`src/rtl/wptr_full_ctrl.sv`:
```
// ============================================================================
// wptr_full_ctrl
// ----------------------------------------------------------------------------
// Write-side pointer and status generator for an async FIFO. Everything here
// lives in the w_clk domain. The Gray read pointer arriving from the read
// domain passes through a two-flop synchronizer before any other logic uses it.
// The write pointers and the level, full and almost_full flags are all
// registered.
//
// Ports
//   w_clk       in   1   write clock; all state changes on its rising edge
//   w_rst       in   1   asynchronous, active-high reset
//   w_en        in   1   write request from the producer
//   ovf_clr     in   1   clears the sticky overflow flag
//   g_rptr      in   PW  Gray read pointer from the r_clk domain (unsynchronized)
//   b_wptr      out  PW  binary write pointer; low ADDR_W bits address memory
//   g_wptr      out  PW  Gray write pointer, handed to the read domain
//   full        out  1   FIFO holds D entries
//   almost_full out  1   w_level >= AF_LEVEL
//   w_level     out  PW  fill level as seen from the write side, 0..D
//   overflow    out  1   sticky: a write was attempted while full
//
// Handshake: w_en is the producer's valid and ~full is the ready. A write
// transfers on a rising w_clk edge where w_en=1 and full=0. A w_en held
// while full is not transferred; it is recorded in the overflow flag.
//
// ADDR_W must be at least 2. The full compare inverts the top two Gray bits.
// ============================================================================
module wptr_full_ctrl #(
    parameter int ADDR_W   = 3,
    parameter int AF_LEVEL = 6
) (
    input  logic              w_clk,
    input  logic              w_rst,
    input  logic              w_en,
    input  logic              ovf_clr,
    input  logic [ADDR_W:0]   g_rptr,
    output logic [ADDR_W:0]   b_wptr,
    output logic [ADDR_W:0]   g_wptr,
    output logic              full,
    output logic              almost_full,
    output logic [ADDR_W:0]   w_level,
    output logic              overflow
);

    localparam int PW = ADDR_W + 1;

    // AF_LEVEL is at most D = 2^ADDR_W, so it always fits in PW bits.
    localparam logic [PW-1:0] AF_LVL = PW'(AF_LEVEL);

    // ------------------------------------------------------------------------
    // Gray <-> binary helpers
    // ------------------------------------------------------------------------
    function automatic logic [PW-1:0] bin2gray(input logic [PW-1:0] b);
        return b ^ (b >> 1);
    endfunction

    // MSB passes through unchanged. Each lower bit is the XOR of itself
    // with every Gray bit above it.
    function automatic logic [PW-1:0] gray2bin(input logic [PW-1:0] g);
        logic [PW-1:0] b;
        b[PW-1] = g[PW-1];
        for (int i = PW - 2; i >= 0; i--) begin
            b[i] = b[i+1] ^ g[i];
        end
        return b;
    endfunction

    // ------------------------------------------------------------------------
    // Read-pointer synchronizer
    // ------------------------------------------------------------------------
    // g_rptr is sampled only here. A Gray code changes at most one bit per
    // step, so a metastable sample can only resolve to the old or the new
    // pointer. Either value is safe: an old read pointer can only overstate
    // the level.
    logic [PW-1:0] sync1;
    logic [PW-1:0] sync2;

    always_ff @(posedge w_clk or posedge w_rst) begin
        if (w_rst) begin
            sync1 <= '0;
            sync2 <= '0;
        end else begin
            sync1 <= g_rptr;
            sync2 <= sync1;
        end
    end

    logic [PW-1:0] rbin_s;
    assign rbin_s = gray2bin(sync2);

    // ------------------------------------------------------------------------
    // Next-state logic
    // ------------------------------------------------------------------------
    logic          wr_accept;
    logic [PW-1:0] b_wptr_next;
    logic [PW-1:0] g_wptr_next;
    logic [PW-1:0] w_level_next;
    logic          full_next;
    logic          almost_full_next;
    logic          overflow_next;
    logic [PW-1:0] full_gray;

    always_comb begin
        wr_accept        = 1'b0;
        b_wptr_next      = b_wptr;
        g_wptr_next      = g_wptr;
        w_level_next     = w_level;
        full_next        = full;
        almost_full_next = almost_full;
        overflow_next    = overflow;
        full_gray        = '0;

        wr_accept   = w_en & ~full;
        b_wptr_next = b_wptr + {{(PW-1){1'b0}}, wr_accept};
        g_wptr_next = bin2gray(b_wptr_next);

        // The level uses the pointer after this cycle's write. A write and a
        // read-pointer step in the same cycle therefore combine into one
        // result, and neither update is lost.
        w_level_next = b_wptr_next - rbin_s;

        // The write side is exactly one lap ahead of the read side. In Gray
        // code that means the top two bits are inverted and the rest match.
        full_gray = {~sync2[PW-1:PW-2], sync2[PW-3:0]};
        full_next = (g_wptr_next == full_gray);

        almost_full_next = (w_level_next >= AF_LVL);

        // Set has priority over clear, so an attempt in the same cycle as a
        // clear is never lost.
        if (w_en && full) begin
            overflow_next = 1'b1;
        end else if (ovf_clr) begin
            overflow_next = 1'b0;
        end else begin
            overflow_next = overflow;
        end
    end

    // ------------------------------------------------------------------------
    // State registers
    // ------------------------------------------------------------------------
    // While w_rst is high these registers are held at zero, so a w_en that
    // arrives during reset has no effect.
    always_ff @(posedge w_clk or posedge w_rst) begin
        if (w_rst) begin
            b_wptr      <= '0;
            g_wptr      <= '0;
            w_level     <= '0;
            full        <= 1'b0;
            almost_full <= 1'b0;
            overflow    <= 1'b0;
        end else begin
            b_wptr      <= b_wptr_next;
            g_wptr      <= g_wptr_next;
            w_level     <= w_level_next;
            full        <= full_next;
            almost_full <= almost_full_next;
            overflow    <= overflow_next;
        end
    end

endmodule

```
`config.mk`:
```
export PLATFORM = sky130hd
export DESIGN_NAME = wptr_full_ctrl
export DESIGN_NICKNAME = d
export VERILOG_FILES = /design/src/rtl/wptr_full_ctrl.sv
export SDC_FILE = /design/constraint.sdc
export NUM_CORES = 1
export LEC_CHECK = 0
export CAP_MARGIN = 20
export CORE_MARGIN = 3
export CORE_UTILIZATION = 46
export CTS_CLUSTER_SIZE = 28
export DETAILED_ROUTE_END_ITERATION = 10
export HOLD_SLACK_MARGIN = 0.06
export PLACE_DENSITY_LB_ADDON = 0.25
export SYNTH_ARGS = -nofsm -noshare
export SYNTH_HDL_FRONTEND = slang
export SYNTH_SLANG_ARGS = --single-unit
```
`constraint.sdc`:
```
create_clock -name w_clk -period 2.6 [get_ports w_clk]
set_input_delay 0.65 -clock w_clk [delete_from_list [all_inputs] [get_ports w_clk]]
set_output_delay 0.65 -clock w_clk [all_outputs]
set_load 0.01 [all_outputs]
```
==> results.py <==
metrics = {
    "power_and_ir_drop": {
        "power.share.switching_pct": 34.2,
        "power.share.clock_pct": 8.0,
        "p_switching_w": 0.000605,
        "p_leak_nw": 0.582,
        "p_per_area_nw_per_um2": 1410,
        "seq_power_share_pct": 30.8,
        "combPwrFrac_pct": 61.2,
        "power_w": 0.00177,
        "p_int_w": 0.00116,
        "vdd_ir_drop_max_mv": 0.927,
    },
    "grt": {
        "grt_pass1_wl_um": 2630,
        "grt_pass1_vias": 606,
        "antenna_found_initial": 0,
        "grt_usage_pct": 14.3,
        "grt_overflow_total": 0,
        "grt_max_degree": 23,
    },
    "synth": {
        "synthesis.instances": 63,
        "syn_area_um2": 886,
        "synthArstFlopShare_pct": 100,
        "synth-seq-cells": 22,
        "synthMostInstantiatedCell": "dfrtp_1",
        "synth.distinct_cells": 17,
        "synthTopCellsByCount": "22 x dfrtp_1, 8 x inv_1, 5 x ha_1, 5 x xnor2_1, 5 x xor2_1",
        "synth_edf_count": 0,
        "yosys_warnings": 0,
        "synth_top_area_cell": "dfrtp_1",
        "synth_ff_type": "dfrtp_1",
        "syn_nets": 77,
        "synth_area_per_cell_um2": 14.1,
        "yosys.area.top_type_share_pct": 62.1,
        "ys_seq_area_share_pct": 62.1,
        "synth.area.top_cells": "dfrtp_1 62%, ha_1 7.1%, xnor2_1 4.9%, xor2_1 4.9%, xor2_2 3.7%",
    },
    "clocking": {
        "cts.sinks": 22,
        "clk_latency_ns": 0.29,
        "cts_buffers": 3,
        "htreeDepth": 1,
        "clockBufferDepth": 2,
        "cts_tree": "yes",
        "clk_pin_slew_ns": 0.11,
        "root_buffer": "clkbuf_4",
    },
    "finish": {
        "synthToLayoutAreaGrowth_pct": 42.1,
        "fill_cells": 146,
        "nets": 113,
        "insertedDiodeCount": 0,
        "utilization_pct": 71.3,
        "fin_cells": 122,
        "layout-drive-gt1-share_pct": 18.6,
    },
    "sta": {
        "slew_violations": 0,
        "setup_viol": 0,
        "rsz0062_at_grt": "no",
        "finClkSkew_ns": 0.00769,
        "worstMarginPinSlew_ns": 0.764,
        "fin_crit_sh_pct": 93.8,
        "hold_violations": 0,
        "timing.slew.headroom_pct": 49.0,
        "fmax_ghz": 0.410,
        "period_needed_ns": 2.44,
    },
    "floorplan": {
        "start_util_pct": 50.2,
        "dieArea_um2": 2490,
        "die_x_um": 49.9,
        "ioPinCount": 23,
        "core-area_um2": 1760,
        "die-height_um": 49.9,
        "rows": 15,
    },
    "worst_setup_path": {
        "worstSetupPathType": "in -> reg",
        "start_kind": "primary input",
        "crit_arrival_ns": 2.62,
        "end_kind": "flip-flop",
        "path_max_fanout": 3,
        "crit_required_ns": 2.79,
    },
    "route": {
        "drc_errors": 0,
        "drt-initial-drc-count": 3,
        "routed_via_density": 4.51,
        "detail_route.wl_per_cell_um": 11.7,
        "via_count": 550,
        "first_pass_iters": 2,
        "finalWirelength_um": 1430,
        "ant_nets": 0,
    },
    "placed_design": {
        "place_congestion": 0.770,
        "numPortBuffers": 22,
        "hpwl_um": 1110,
        "dp_cells": 116,
    },
    "outcome": {
        "status": "finished clean",
    },
    "hold_path": {
        "hp-class": "reg -> reg",
    },
    "flow_run": {
        "drv_cap": 0,
    },
}
[placed cells by master (no fill, tap or decap), types with 2 or more instances in the layout]
cell / count
clkdlybuf4s50_1: 21
dfrtp_1: 22
ha_4: 2
xor2_2: 2
ha_1: 3
xor2_1: 5
buf_4: 10
nand3_1: 3
inv_1: 8
or3_1: 2
xnor2_1: 5
nand2_1: 2
clkbuf_4: 3
[what timing repair did]
item / CTS / global route
setup buffers: 3 / 0
resized for setup: 8 / 0
endpoints found under the setup margin: 1 / 0
hold buffers: 0 / 0
hold endpoints to repair: 0 / 0
[flip-flops by register name (all words and copies together) (netlist names)]
signal / cells
g_wptr: 3
almost_full: 1
sync2: 4
overflow: 1
b_wptr: 4
w_level: 4
sync1: 4
full: 1
[cells by family after synthesis]
family                   after synthesis  synth area share (%)
flip-flops                            22                  62.1
AND/OR/NAND/NOR                        8                  4.66
adder cells (fa/ha/maj)                6                  9.32
AO/OA/AOI/OAI                          5                  3.39
buffers and inverters                  9                  4.24
XOR/XNOR                              13                  16.2
[critical path, stage by stage]
cell           delay (ns)
dlygate4sd2_1        0.24
nor2b_4              0.13
ha_4                 0.16
ha_4                 0.15
xor2_2               0.15
ha_1                 0.31
a21oi_1              0.14
o21ai_1              0.10
xor3_1               0.40
a21o_1               0.18
[path summary, 6_finish.rpt]
path	from	endpoint	slack, ns	cells after the start
hold reg to reg	sync1[0]	sync2[0]	0.36	0
max in group asynchronous	w_rst	b_wptr[1]	1.34	2
setup reg to reg	full	almost_full	0.39	9
hold / removal	sync1[0]	sync2[0]	0.36	0
min in group asynchronous	w_rst	sync1[0]	0.78	2
setup / recovery	w_en	almost_full	0.16	10
[final cells by class]
class	instances	area, µm²	share of cell area, %
timing repair buffer	32	294	23.4
sequential	22	551	43.7
clock buffer	3	22.5	1.79
inverter	8	30.0	2.39
tap	25	31.3	2.49
multi-input combinational	32	330	26.2
[per-stage QoR]
step	area, µm²	setup TNS, ns	setup WS, ns	hold WS (ns)
after floorplan	886	0	0.179	0.331
after global placement	1180	-0.508	-0.279	0.331
after detailed placement	1180	-0.708	-0.358	0.340
after CTS	1260	0	0.184	0.366
after global routing	1260	0	0.0881	0.383
final	1260	0	0.162	0.364
[power groups by stage]
stage	sequential (W)	combinational [W]	clock (W)
6_report	0.000546	0.00108	0.000141
5_1_grt	0.000563	0.00120	0.000163
4_1_cts	0.000546	0.00110	0.000149
3_5_place_dp	0.000544	0.000975	0
3_3_place_gp	0.000538	0.000954	0
2_1_floorplan	0.000597	0.000469	0
[layer usage]
metal / wire length [µm] / vias up / track usage [%]
li1: - / 270 / -
met1: 547 / 262 / 16.4
met2: 797 / 16 / 24.4
met3: 72 / 2 / 2.11
met4: 16 / 0 / 9.68
met5: 0 / - / 0
Note: power is estimated with default switching activity, not from simulation.
